--- config.mk ---
export PLATFORM = sky130hd
export DESIGN_NAME = mux_rr_arbiter
export DESIGN_NICKNAME = d
export VERILOG_FILES = /design/src/rtl/mux_arb_pkg.sv /design/src/rtl/mux2_w.sv /design/src/rtl/mux_rr_arbiter.sv
export SDC_FILE = /design/constraint.sdc
export NUM_CORES = 1
export LEC_CHECK = 0
export CAP_MARGIN = 20
export CORE_UTILIZATION = 38
export DETAILED_ROUTE_END_ITERATION = 10
export PLACE_DENSITY_LB_ADDON = 0.25
export SETUP_SLACK_MARGIN = 0.5
export SYNTH_ARGS = -nofsm -noshare
export SYNTH_HDL_FRONTEND = slang
export SYNTH_HIERARCHICAL = 1
export SYNTH_SLANG_ARGS = --single-unit
--- constraint.sdc ---
create_clock -name clk -period 2.1 [get_ports clk]
set_input_delay 0.42 -clock clk [delete_from_list [all_inputs] [get_ports clk]]
set_output_delay 0.42 -clock clk [all_outputs]
set_load 0.03 [all_outputs]
--- src/rtl/mux_arb_pkg.sv ---
// mux_arb_pkg: shared arbiter state encoding and mux select polarity for mux_rr_arbiter
package mux_arb_pkg;
   typedef enum logic [1:0] {IDLE, OWN0, OWN1} state_e;
   localparam logic SEL_SRC0 = 1'b1;
   localparam logic SEL_SRC1 = 1'b0;
endpackage

--- src/rtl/mux2_w.sv ---
// mux2_w: W-bit 2:1 mux; sel_i=SEL_SRC0 picks in0_i, otherwise in1_i
//   sel_i  in  1  select
//   in0_i  in  W  input 0 (source 0)
//   in1_i  in  W  input 1 (source 1)
//   out_o  out W  selected input
module mux2_w
   import mux_arb_pkg::*;
#(
   parameter int W = 5
) (
   input  logic         sel_i,
   input  logic [W-1:0] in0_i,
   input  logic [W-1:0] in1_i,
   output logic [W-1:0] out_o
);
   assign out_o = (sel_i == SEL_SRC0) ? in0_i : in1_i;
endmodule

--- src/rtl/mux_rr_arbiter.sv ---
// mux_rr_arbiter: packet round-robin arbiter over two sources feeding a registered 2:1 mux
//   clk, rst_n                      clock, async active-low reset
//   src{0,1}_valid/_data/_last      source beats in
//   src{0,1}_ready                  combinational accept per source
//   out_valid/_data/_last, out_ready single-entry output register to the consumer
//   mux_sel                         1 = source 0 drives the mux
//   grant                           one-hot owner {src1,src0}, 00 when idle
//   Optional: ARB_TIMEOUT_EN revokes a grant after TIMEOUT idle cycles of the owner
module mux_rr_arbiter
   import mux_arb_pkg::*;
#(
   parameter int WIDTH   = 4,
   parameter int TIMEOUT = 16
) (
   input  logic             clk,
   input  logic             rst_n,
   input  logic             src0_valid,
   input  logic [WIDTH-1:0] src0_data,
   input  logic             src0_last,
   output logic             src0_ready,
   input  logic             src1_valid,
   input  logic [WIDTH-1:0] src1_data,
   input  logic             src1_last,
   output logic             src1_ready,
   output logic             out_valid,
   output logic [WIDTH-1:0] out_data,
   output logic             out_last,
   input  logic             out_ready,
   output logic             mux_sel,
   output logic [1:0]       grant
);
   state_e           state_q, state_d;
   logic             ptr_q, ptr_d;
   logic             sel_q;
   logic             out_valid_q, out_valid_d;
   logic [WIDTH-1:0] out_data_q, out_data_d;
   logic             out_last_q, out_last_d;
   logic             g0, g1, ld, acc0, acc1;
   logic [WIDTH:0]   mux_out;
`ifdef ARB_TIMEOUT_EN
   localparam int CW = (TIMEOUT > 1) ? $clog2(TIMEOUT) : 1;
   logic [CW-1:0]    cnt_q, cnt_d;
   logic             own_valid;
`endif
   // ptr_q=0 gives source 0 priority on a tie in IDLE
   assign g0         = (state_q == OWN0) || (state_q == IDLE && src0_valid && (!src1_valid || !ptr_q));
   assign g1         = (state_q == OWN1) || (state_q == IDLE && src1_valid && (!src0_valid || ptr_q));
   assign grant      = {g1, g0};
   assign ld         = !out_valid_q || out_ready;
   assign src0_ready = ld && g0;
   assign src1_ready = ld && g1;
   assign acc0       = src0_valid && src0_ready;
   assign acc1       = src1_valid && src1_ready;
   assign mux_sel    = g0 ? SEL_SRC0 : g1 ? SEL_SRC1 : sel_q;
   assign out_valid  = out_valid_q;
   assign out_data   = out_data_q;
   assign out_last   = out_last_q;
   mux2_w #(.W(WIDTH + 1)) u_mux (
      .sel_i (mux_sel),
      .in0_i ({src0_last, src0_data}),
      .in1_i ({src1_last, src1_data}),
      .out_o (mux_out)
   );
`ifdef ARB_TIMEOUT_EN
   assign own_valid = (state_q == OWN0) ? src0_valid : src1_valid;
`endif
   always_comb begin
      state_d     = state_q;
      ptr_d       = ptr_q;
      out_valid_d = ld ? (acc0 || acc1) : out_valid_q;
      out_data_d  = (acc0 || acc1) ? mux_out[WIDTH-1:0] : out_data_q;
      out_last_d  = (acc0 || acc1) ? mux_out[WIDTH] : out_last_q;
      if (acc0 || acc1) begin
         // a last beat releases the grant and hands priority to the other source
         state_d = mux_out[WIDTH] ? IDLE : (acc0 ? OWN0 : OWN1);
         ptr_d   = mux_out[WIDTH] ? acc0 : ptr_q;
      end
`ifdef ARB_TIMEOUT_EN
      cnt_d = '0;
      if (state_q != IDLE && !own_valid) begin
         cnt_d = cnt_q + 1'b1;
         if (cnt_q == CW'(TIMEOUT - 1)) begin
            state_d = IDLE;
            ptr_d   = (state_q == OWN0);
            cnt_d   = '0;
         end
      end
`endif
   end
   always_ff @(posedge clk or negedge rst_n) begin
      if (!rst_n) begin
         state_q     <= IDLE;
         ptr_q       <= 1'b0;
         sel_q       <= SEL_SRC0;
         out_valid_q <= 1'b0;
         out_data_q  <= '0;
         out_last_q  <= 1'b0;
`ifdef ARB_TIMEOUT_EN
         cnt_q       <= '0;
`endif
      end else begin
         state_q     <= state_d;
         ptr_q       <= ptr_d;
         sel_q       <= mux_sel;
         out_valid_q <= out_valid_d;
         out_data_q  <= out_data_d;
         out_last_q  <= out_last_d;
`ifdef ARB_TIMEOUT_EN
         cnt_q       <= cnt_d;
`endif
      end
   end
endmodule

==> impl_metrics.py, run 1 <==
metrics = {
    "status": {
        "outcome": "finished, final reports clean",
    },
    "power_and_ir_drop": {
        "power-per-cell-area_mw_per_mm2": 1660,
        "power.total_mw": 1.64,
        "p_leak_nw": 0.454,
        "irDropWorstVdd_mv": 0.881,
    },
    "final_layout": {
        "antenna_cells_inserted": 0,
        "drive_above_1_share_pct": 52.3,
        "design.final.nets": 102,
        "fillerInstances": 116,
        "final_instance_area_sq_um": 990,
        "post-route-util_pct": 75.1,
        "area_growth_syn_to_layout_pct": 80.2,
    },
    "grt": {
        "grtUsageMet1_pct": 23.4,
        "pin_count_of_the_biggest_net_entering_global_routing": 11,
        "via_count_of_the_first_global_routing_pass": 478,
        "antenna_found_initial": 0,
        "grtUsageMet3_pct": 6.67,
        "grt_use_met2_pct": 35.1,
        "grt_pass1_wl_um": 2060,
        "global_route.peak_usage_layer": "met2",
        "overflow_left_after_global_routing": 0,
        "global_route.usage.total_pct": 19.8,
    },
    "clock_tree": {
        "clk_latency_ns": 0.26,
        "clock-root-buffer": "sky130_fd_sc_hd__clkbuf_4",
        "clk_pin_slew_worst_paths_ns": 0.07,
        "post_cts_hold_buffer_count": 0,
        "number_of_buffers_inserted_during_clock_tree_synthesis": 3,
        "maximum_level_of_the_cts_h_tree": 1,
        "cts.sink_count": 10,
        "tritoncts_clock_tree": "yes",
        "cts-root-to-sink-buffers": 2,
    },
    "routing": {
        "drt_first_pass_iters": 3,
        "routed-via-count": 520,
        "drt-initial-drc-count": 8,
        "drc_errors": 0,
        "ant_nets": 0,
        "drt-wirelength-per-cell_um": 14.1,
        "vias_per_cell": 5.15,
        "routed_wl_um": 1430,
    },
    "die": {
        "die-width_um": 40.0,
        "core_sq_mm": 0.00132,
        "die_h_um": 40.0,
        "rows": 13,
        "die_area_sq_mm": 0.00160,
        "initial_utilization_pct": 41.7,
        "design.portCount": 26,
    },
    "yosys": {
        "ff_latch_count_synth": 10,
        "syn-instance-count": 47,
        "post_synth_instance_area_sq_um": 549,
        "synthTopCellsByCount": "sky130_fd_sc_hd__dfrtp_1 (9), sky130_fd_sc_hd__mux2_2 (5), sky130_fd_sc_hd__mux2_4 (5)",
        "async_reset_ff_share_pct": 100,
        "synthesis.nets": 62,
        "leading_cell_type_by_number_of_instances_after_synthesis": "sky130_fd_sc_hd__dfrtp_1",
        "synth_area_leader_cell": "sky130_fd_sc_hd__dfrtp_1",
        "synth-main-ff-cell": "sky130_fd_sc_hd__dfrtp_1",
        "synth_area_per_cell_sq_um": 11.7,
        "netlist_top_cells_area": "sky130_fd_sc_hd__dfrtp_1 (41%), sky130_fd_sc_hd__mux2_4 (14%), sky130_fd_sc_hd__mux2_2 (10%)",
        "synth-edff-count": 0,
        "synth_top_area_share_pct": 41.0,
        "synthDistinctLibCells": 18,
        "yosysWarnings": 6,
        "synth_seq_area_share_pct": 45.8,
    },
    "worst_setup_path": {
        "cp.arrival_ns": 1.97,
        "critPathRequiredTime_ns": 2.28,
        "worstSetupEndpointType": "flop",
        "path_class": "flop to flop",
        "biggest_fanout_along_the_worst_timing_path": 4,
        "crit_path_start_kind": "flop",
    },
    "placed_design": {
        "gp_congestion": 0.665,
        "port-buffer-count": 25,
        "postPlaceCellArea_sq_um": 903,
        "hpwl_um": 1020,
    },
    "timing": {
        "fin_hold_ws_ns": 0.472,
        "timing_worst_slew_pin_value_ns": 0.455,
        "final-setup-viol-count": 0,
        "hold_viol_final": 0,
        "timing_max_transition_violations_final": 0,
        "post-route-min-period_ns": 1.78,
        "layout_worst_path_cycle_share_pct": 85.0,
        "rsz0062_at_grt": "yes",
        "maxClockFrequency_ghz": 0.560,
        "slew_headroom_pct": 69.6,
        "final.setup_skew_ns": 0.0117,
    },
    "flow_run": {
        "max_cap_viols": 0,
    },
    "hold_path": {
        "hold_class": "input port to async pin",
    },
}
## timing repair
item | in CTS | in global routing
gates resized for setup | 32 | 5
pin swaps | 1 | 2
setup buffers | 3 | 2
setup endpoints to repair | 19 | 13
## worst max-delay path, cell delays in order (launching register included)
cell and delay, ns:
sky130_fd_sc_hd__dfrtp_1 0.40, sky130_fd_sc_hd__nand2_2 0.08, sky130_fd_sc_hd__buf_6 0.12, sky130_fd_sc_hd__a221oi_4 0.27, sky130_fd_sc_hd__a21oi_4 0.08, sky130_fd_sc_hd__buf_4 0.14, sky130_fd_sc_hd__mux2_4 0.31, sky130_fd_sc_hd__and3_4 0.15
sky130_fd_sc_hd__a21oi_1 0.15
## power by group
group          leakage (nW)  total [mW]  internal [mW]  switching (mW)
Sequential            0.113       0.403          0.303          0.0999
Combinational         0.326        1.10          0.561           0.542
Clock                0.0150       0.136         0.0731          0.0625
## per-stage QoR
stage / setup TNS, ns / worst slack, ns / std cells
global placement: -1.46 / -0.184 / 92
finish: 0 / 0.315 / 101
global route: 0 / 0.238 / 101
detailed placement: -1.61 / -0.231 / 92
CTS: 0 / 0.323 / 99
floorplan: 0 / 0.401 / 47
## cell usage in the layout, fill, tap and decap left out, types with 2 or more instances in the layout
cell type / n
sky130_fd_sc_hd__dfrtp_1: 8
sky130_fd_sc_hd__nand2_2: 2
sky130_fd_sc_hd__nor2b_2: 2
sky130_fd_sc_hd__nand2b_1: 2
sky130_fd_sc_hd__buf_2: 2
sky130_fd_sc_hd__a31oi_1: 4
sky130_fd_sc_hd__a21oi_1: 2
sky130_fd_sc_hd__dlygate4sd2_1: 8
sky130_fd_sc_hd__clkdlybuf4s50_1: 11
sky130_fd_sc_hd__mux2_4: 10
sky130_fd_sc_hd__nor2_1: 3
sky130_fd_sc_hd__buf_6: 3
sky130_fd_sc_hd__clkbuf_4: 3
sky130_fd_sc_hd__buf_4: 12
## final timing paths
kind | startpoint | end | slack, ns | depth (start not counted)
setup / recovery | ptr_q | ptr_q | 0.32 | 8
hold / removal | rst_n | state_q[1] | 0.47 | 1
setup reg to reg | ptr_q | ptr_q | 0.32 | 8
hold reg to reg | out_last | out_last | 0.51 | 1
max in group asynchronous | rst_n | sel_q | 1.28 | 1
min in group clk | out_last | out_last | 0.51 | 1
## logic make-up after synthesis
kind of cell / after synthesis / share of synthesized area, %
AO/OA/AOI/OAI: 10 / 12.5
buffers and inverters: 3 / 3.42
flip-flops: 10 / 45.8
multiplexers: 10 / 23.9
AND/OR/NAND/NOR: 14 / 14.4
## layout make-up
type	count	area, sq um	share of cell area (%)
repair buffers	37	325	32.9
well taps	15	18.8	1.90
flip-flops and latches	10	253	25.5
multi-input cells	34	363	36.7
clock buffers	4	26.3	2.65
inverters	1	3.75	0.379
## state kept, by name, summed over array words and instances (netlist names)
register   cells
out_last       1
state_q        2
out_valid      1
sel_q          1
out_data       4
ptr_q          1
## metal layers
| layer | vias up | share of wire (%) |
|---|---|---|
| met1 | 254 | 41 |
| met3 | 0 | 4.1 |
| met4 | 0 | 0 |
| li1 | 249 | - |
| met5 | - | 0 |
| met2 | 17 | 55 |
(Power assumes the default switching activity.)
==> run 2, diff against run 1 <==
==> constraint.sdc (replaced) <==
create_clock -name clk -period 1.8 [get_ports clk]
set_input_delay 0.36 -clock clk [delete_from_list [all_inputs] [get_ports clk]]
set_output_delay 0.36 -clock clk [all_outputs]
set_load 0.03 [all_outputs]
==> run 2 against run 1 <==
Total power increased by 19%. Core utilization decreased by 0.38 points. Critical path depth decreased by 1. Cell count increased by 3.0%. Flip-flop and latch count unchanged.
==> impl_metrics.py, run 2 (synthesized netlist as in run 1, its figures left out) <==
metrics = {
    "placed_design": {
        "hpwl_um": 977,
        "port-buffer-count": 25,
        "gp_congestion": 0.691,
    },
    "worst_setup_path": {
        "critical-path-top-cell-by-count": "sky130_fd_sc_hd__mux2_4",
        "biggest_fanout_along_the_worst_timing_path": 4,
        "ff2ff_setup_slack_ns": 0.13,
        "worstSetupEndpointType": "flop",
        "startpoint": "src0_valid",
        "maximum_single_stage_delay_on_the_critical_path_ns": 0.32,
        "critical_path_buf_inv_count": 3,
        "crit_path_cells": "clkdlybuf4s15_1 > buf_4 > a221oi_4 > a21oi_4 > buf_6 > mux2_4 > mux2_4",
        "critPathRequiredTime_ns": 1.95,
        "path_class": "input port to flop",
        "crit_cells": 7,
        "cp.arrival_ns": 1.82,
        "cp_slowest_cell": "sky130_fd_sc_hd__mux2_4",
        "worst_r2r_endpoint": "out_last",
        "cpLargestDelayFamily": "multiplexers",
        "worstRegToRegCells": 6,
        "crit_path_start_kind": "input port",
        "critical_path.reg2reg.startpoint": "ptr_q",
    },
    "grt": {
        "via_count_of_the_first_global_routing_pass": 488,
        "antenna_found_initial": 0,
        "overflow_left_after_global_routing": 0,
        "grt_pass1_wl_um": 2140,
        "pin_count_of_the_biggest_net_entering_global_routing": 11,
        "global_route.usage.total_pct": 20.9,
    },
    "die": {
        "design.portCount": 26,
        "core_sq_mm": 0.00132,
        "die_h_um": 40.0,
        "die-width_um": 40.0,
        "die_area_sq_mm": 0.00160,
        "initial_utilization_pct": 41.7,
        "rows": 13,
    },
    "clock_tree": {
        "post_cts_hold_buffer_count": 0,
        "number_of_buffers_inserted_during_clock_tree_synthesis": 3,
        "cts-root-to-sink-buffers": 2,
        "cts.sink_count": 10,
        "clock-root-buffer": "sky130_fd_sc_hd__clkbuf_4",
        "clk_pin_slew_worst_paths_ns": 0.07,
        "tritoncts_clock_tree": "yes",
        "maximum_level_of_the_cts_h_tree": 1,
        "clk_latency_ns": 0.26,
    },
    "hold_path": {
        "hold_class": "input port to async pin",
    },
    "timing": {
        "layout_worst_path_cycle_share_pct": 92.9,
        "timing_worst_slew_pin_value_ns": 0.458,
        "final.setup_skew_ns": 0.00118,
        "slew_headroom_pct": 69.4,
        "rsz0062_at_grt": "yes",
        "hold_viol_final": 0,
        "final-setup-viol-count": 0,
        "post-route-min-period_ns": 1.67,
        "maxClockFrequency_ghz": 0.598,
        "fin_hold_ws_ns": 0.410,
        "timing_max_transition_violations_final": 0,
    },
    "routing": {
        "vias_per_cell": 5.06,
        "drc_errors": 0,
        "ant_nets": 0,
        "routed-via-count": 526,
        "routed_wl_um": 1470,
        "drt_first_pass_iters": 2,
        "drt-wirelength-per-cell_um": 14.1,
        "drt-initial-drc-count": 2,
    },
    "final_layout": {
        "final_cell_mix": "sky130_fd_sc_hd__buf_4 (18), sky130_fd_sc_hd__clkdlybuf4s50_1 (11), sky130_fd_sc_hd__dfrtp_1 (8), sky130_fd_sc_hd__buf_2 (7), sky130_fd_sc_hd__mux2_4 (6)",
        "antenna_cells_inserted": 0,
        "area_growth_syn_to_layout_pct": 79.3,
        "design.final.nets": 105,
        "max_reg_flops": 4,
        "drive_above_1_share_pct": 65.2,
        "layout_commonest_cell": "sky130_fd_sc_hd__buf_4",
        "multi_input_comb_area_sq_um": 353,
        "post-route-util_pct": 74.7,
        "area.sequential_sq_um": 253,
        "fillerInstances": 96,
    },
    "flow_run": {
        "max_cap_viols": 0,
    },
    "status": {
        "outcome": "finished, final reports clean",
    },
    "power_and_ir_drop": {
        "irDropWorstVdd_mv": 1.10,
        "p_leak_nw": 0.443,
        "power-per-cell-area_mw_per_mm2": 1990,
    },
}
==> run 2: changes by cell type in the layout (fill, tap and decap cells not counted), sizes merged <==
cell / change
clkdlybuf4s15: +1
buf: +9
dlygate4sd2: -7
==> run 2: area by class of cell <==
type | count | area share (%)
multi-input combinational | 34 | 35.8
timing repair buffer | 40 | 32.5
inverter | 1 | 0.381
sequential | 10 | 25.7
tap | 15 | 1.91
clock buffer | 4 | 3.68
==> run 2: timing repair <==
action / in CTS / in global routing
pin swaps: 5 / 3
hold endpoints to repair: 0 / 0
setup endpoints to repair: 20 / 16
setup buffers: 4 / 1
gates resized for setup: 49 / 14
==> run 2: power by group <==
| part | switching [mW] | internal (mW) |
|---|---|---|
| Sequential | 0.112 | 0.353 |
| Clock | 0.0811 | 0.123 |
| Combinational | 0.643 | 0.645 |
| Total | 0.836 | 1.12 |
==> run 2: stage by stage <==
step	power, mW	worst slack, ns	TNS (ns)	instance area (sq um)	instances
after floorplan	1.22	0.123	0	587	47
final	1.96	0.127	0	985	104
after global routing	2.07	0.0664	0	985	104
after detailed placement	1.64	-0.466	-3.99	911	95
after CTS	1.93	0.121	0	988	103
after global placement	1.63	-0.443	-3.65	911	95
==> run 2: worst register-to-register path: cells and delay by family (launching register included) <==
family / cells / cell delay [ns]
mux: 2 / 0.58
flops: 1 / 0.39
compound gates: 2 / 0.34
simple gates: 1 / 0.10
buf+inv: 1 / 0.14
==> run 2: how the worst max path moves through the flow <==
| stage | slack (ns) | endpoint |
|---|---|---|
| 5_1_grt | 0.07 | out_last |
| 6_report | 0.13 | out_last |
| 3_3_place_gp | -0.44 | grant[0] |
| 4_1_cts | 0.12 | out_last |
| 3_5_place_dp | -0.47 | grant[0] |
| 2_1_floorplan | 0.12 | out_data[0] |
==> run 2: layer usage <==
metal | global-route usage, % | share of wire (%)
met1 | 27.6 | 44
met2 | 33.1 | 52
met3 | 5.00 | 3.1
met4 | 7.76 | 0
met5 | 0 | 0
==> run 3, diff against run 2 <==
--- a/config.mk
+++ b/config.mk
@@ -6,9 +6,10 @@
 export NUM_CORES = 1
 export LEC_CHECK = 0
 export CAP_MARGIN = 20
-export CORE_UTILIZATION = 38
+export CORE_UTILIZATION = 30
 export DETAILED_ROUTE_END_ITERATION = 10
 export PLACE_DENSITY_LB_ADDON = 0.25
+export RECOVER_POWER = 50
 export SETUP_SLACK_MARGIN = 0.5
 export SYNTH_ARGS = -nofsm -noshare
 export SYNTH_HDL_FRONTEND = slang
==> run 3 against run 2 <==
Non-clock buffer count is 2 lower. Clock-buffer cell count stayed put. Design area is 2.2% higher. Critical path depth is 1 lower. Core utilization is 16 points lower. Flip-flop and latch count stayed put. Global-route usage is 6.1 points lower. Critical endpoint is now mux_sel. Largest cell class unchanged.
==> impl_metrics.py, run 3 (synthesized netlist as in run 1, its figures left out) <==
metrics = {
    "routing": {
        "drt_first_pass_iters": 2,
        "routed_wl_um": 1260,
        "drc_errors": 0,
        "drt-initial-drc-count": 1,
        "drt-wirelength-per-cell_um": 11.3,
        "routed-via-count": 509,
        "ant_nets": 0,
        "vias_per_cell": 4.54,
    },
    "power_and_ir_drop": {
        "irDropWorstVdd_mv": 0.999,
        "power.total_mw": 1.94,
        "power-per-cell-area_mw_per_mm2": 1930,
        "p_leak_nw": 0.445,
    },
    "die": {
        "rows": 15,
        "initial_utilization_pct": 31.8,
        "core_sq_mm": 0.00173,
        "die-width_um": 44.8,
        "die_h_um": 44.8,
        "design.portCount": 26,
        "die_area_sq_mm": 0.00201,
    },
    "clock_tree": {
        "clk_pin_slew_worst_paths_ns": 0.07,
        "number_of_buffers_inserted_during_clock_tree_synthesis": 3,
        "clk_latency_ns": 0.26,
        "cts.sink_count": 10,
        "maximum_level_of_the_cts_h_tree": 1,
        "cts-root-to-sink-buffers": 2,
        "clock-root-buffer": "sky130_fd_sc_hd__clkbuf_4",
        "post_cts_hold_buffer_count": 0,
        "tritoncts_clock_tree": "yes",
    },
    "grt": {
        "overflow_left_after_global_routing": 0,
        "grt_pass1_wl_um": 2060,
        "pin_count_of_the_biggest_net_entering_global_routing": 11,
        "global_route.usage.total_pct": 14.8,
        "via_count_of_the_first_global_routing_pass": 491,
        "antenna_found_initial": 0,
    },
    "status": {
        "outcome": "finished, final reports clean",
    },
    "final_layout": {
        "area_growth_syn_to_layout_pct": 83.1,
        "design.final.nets": 103,
        "layout_commonest_cell": "sky130_fd_sc_hd__buf_4",
        "antenna_cells_inserted": 0,
        "final_cell_mix": "sky130_fd_sc_hd__buf_4 (13), sky130_fd_sc_hd__mux2_4 (10), sky130_fd_sc_hd__clkdlybuf4s50_1 (10), sky130_fd_sc_hd__dfrtp_1 (8), sky130_fd_sc_hd__clkbuf_1 (4)",
        "max_reg_flops": 4,
        "fillerInstances": 163,
        "drive_above_1_share_pct": 60.9,
    },
    "worst_setup_path": {
        "worstSetupEndpointType": "output port",
        "crit_path_start_kind": "input port",
        "biggest_fanout_along_the_worst_timing_path": 3,
        "ff2ff_setup_slack_ns": 0.13,
        "path_class": "input port to output port",
        "cp.arrival_ns": 1.33,
        "critPathRequiredTime_ns": 1.44,
    },
    "timing": {
        "rsz0062_at_grt": "yes",
        "timing_worst_slew_pin_value_ns": 0.448,
        "timing_max_transition_violations_final": 0,
        "totalNegativeSetupSlack_ns": 0,
        "hold_viol_final": 0,
        "final.setup_skew_ns": 0.00321,
        "layout_worst_path_cycle_share_pct": 94.0,
        "slew_headroom_pct": 70.1,
        "final-setup-viol-count": 0,
        "maxClockFrequency_ghz": 0.591,
        "post-route-min-period_ns": 1.69,
    },
    "flow_run": {
        "max_cap_viols": 0,
    },
    "placed_design": {
        "gp_congestion": 0.800,
        "hpwl_um": 953,
        "port-buffer-count": 25,
    },
    "hold_path": {
        "hold_class": "input port to async pin",
    },
}
-- run 3: changes by cell type in the layout (fill, tap and decap cells not counted), sizes merged --
cell,before,now
buf,26,19
dlygate4sd3,0,1
clkdlybuf4s50,11,10
clkbuf,4,9
-- run 3: what timing repair did --
| action | CTS | global route |
|---|---|---|
| gates resized for setup | 49 | 18 |
| setup endpoints to repair | 21 | 17 |
| buffers inserted | 4 | 0 |
| pin swaps | 1 | 4 |
-- run 3: final cells by class --
class                   instances  area (sq um)  share of cell area [%]
inverters                       1          3.75                   0.373
flip-flops and latches         10           253                    25.1
repair buffers                 38           307                    30.5
clock buffers                   4          36.3                    3.61
well taps                      25          31.3                    3.11
multi-input cells              34           375                    37.3
-- run 3: through the flow --
stage	instance area, sq um	utilization [%]	hold WS [ns]	worst slack, ns	cells
after CTS	1000	58.1	0.421	0.108	112
after floorplan	587	-	0.0644	0.123	47
after global placement	916	53.0	0.504	-0.407	104
after detailed placement	916	53.0	0.497	-0.416	104
after global routing	1010	58.3	0.500	0.0727	112
final	1010	58.3	0.476	0.107	112
-- run 3: final timing paths --
kind | startpoint | end | cells past startpoint
hold / removal | rst_n | state_q[1] | 1
min in group clk | out_data[2] | out_data[2] | 1
setup / recovery | src0_valid | mux_sel | 6
max in group asynchronous | rst_n | sel_q | 1
setup reg to reg | sel_q | out_last | 5
hold reg to reg | out_data[2] | out_data[2] | 1
-- run 3: report_power, final --
| part | switching (mW) | leakage, nW | total [mW] | internal [mW] |
|---|---|---|---|---|
| sequential | 0.107 | 0.113 | 0.460 | 0.353 |
| combinational | 0.628 | 0.311 | 1.28 | 0.654 |
| clock | 0.0782 | 0.0210 | 0.201 | 0.123 |
-- run 3: critical path, stage by stage --
cell and delay [ns]:
sky130_fd_sc_hd__clkdlybuf4s15_1 0.22, sky130_fd_sc_hd__buf_4 0.16, sky130_fd_sc_hd__a221oi_4 0.28, sky130_fd_sc_hd__a21oi_4 0.06, sky130_fd_sc_hd__buf_6 0.12, sky130_fd_sc_hd__buf_6 0.12
-- run 3: per-layer routing --
metal | GRT usage, % | routed length, um | vias to the layer above
met3 | 3.60 | 76 | 2
met1 | 16.2 | 538 | 233
met4 | 9.09 | 19 | 0
li1 | - | - | 251
met2 | 25.9 | 626 | 23
met5 | 0 | 0 | -
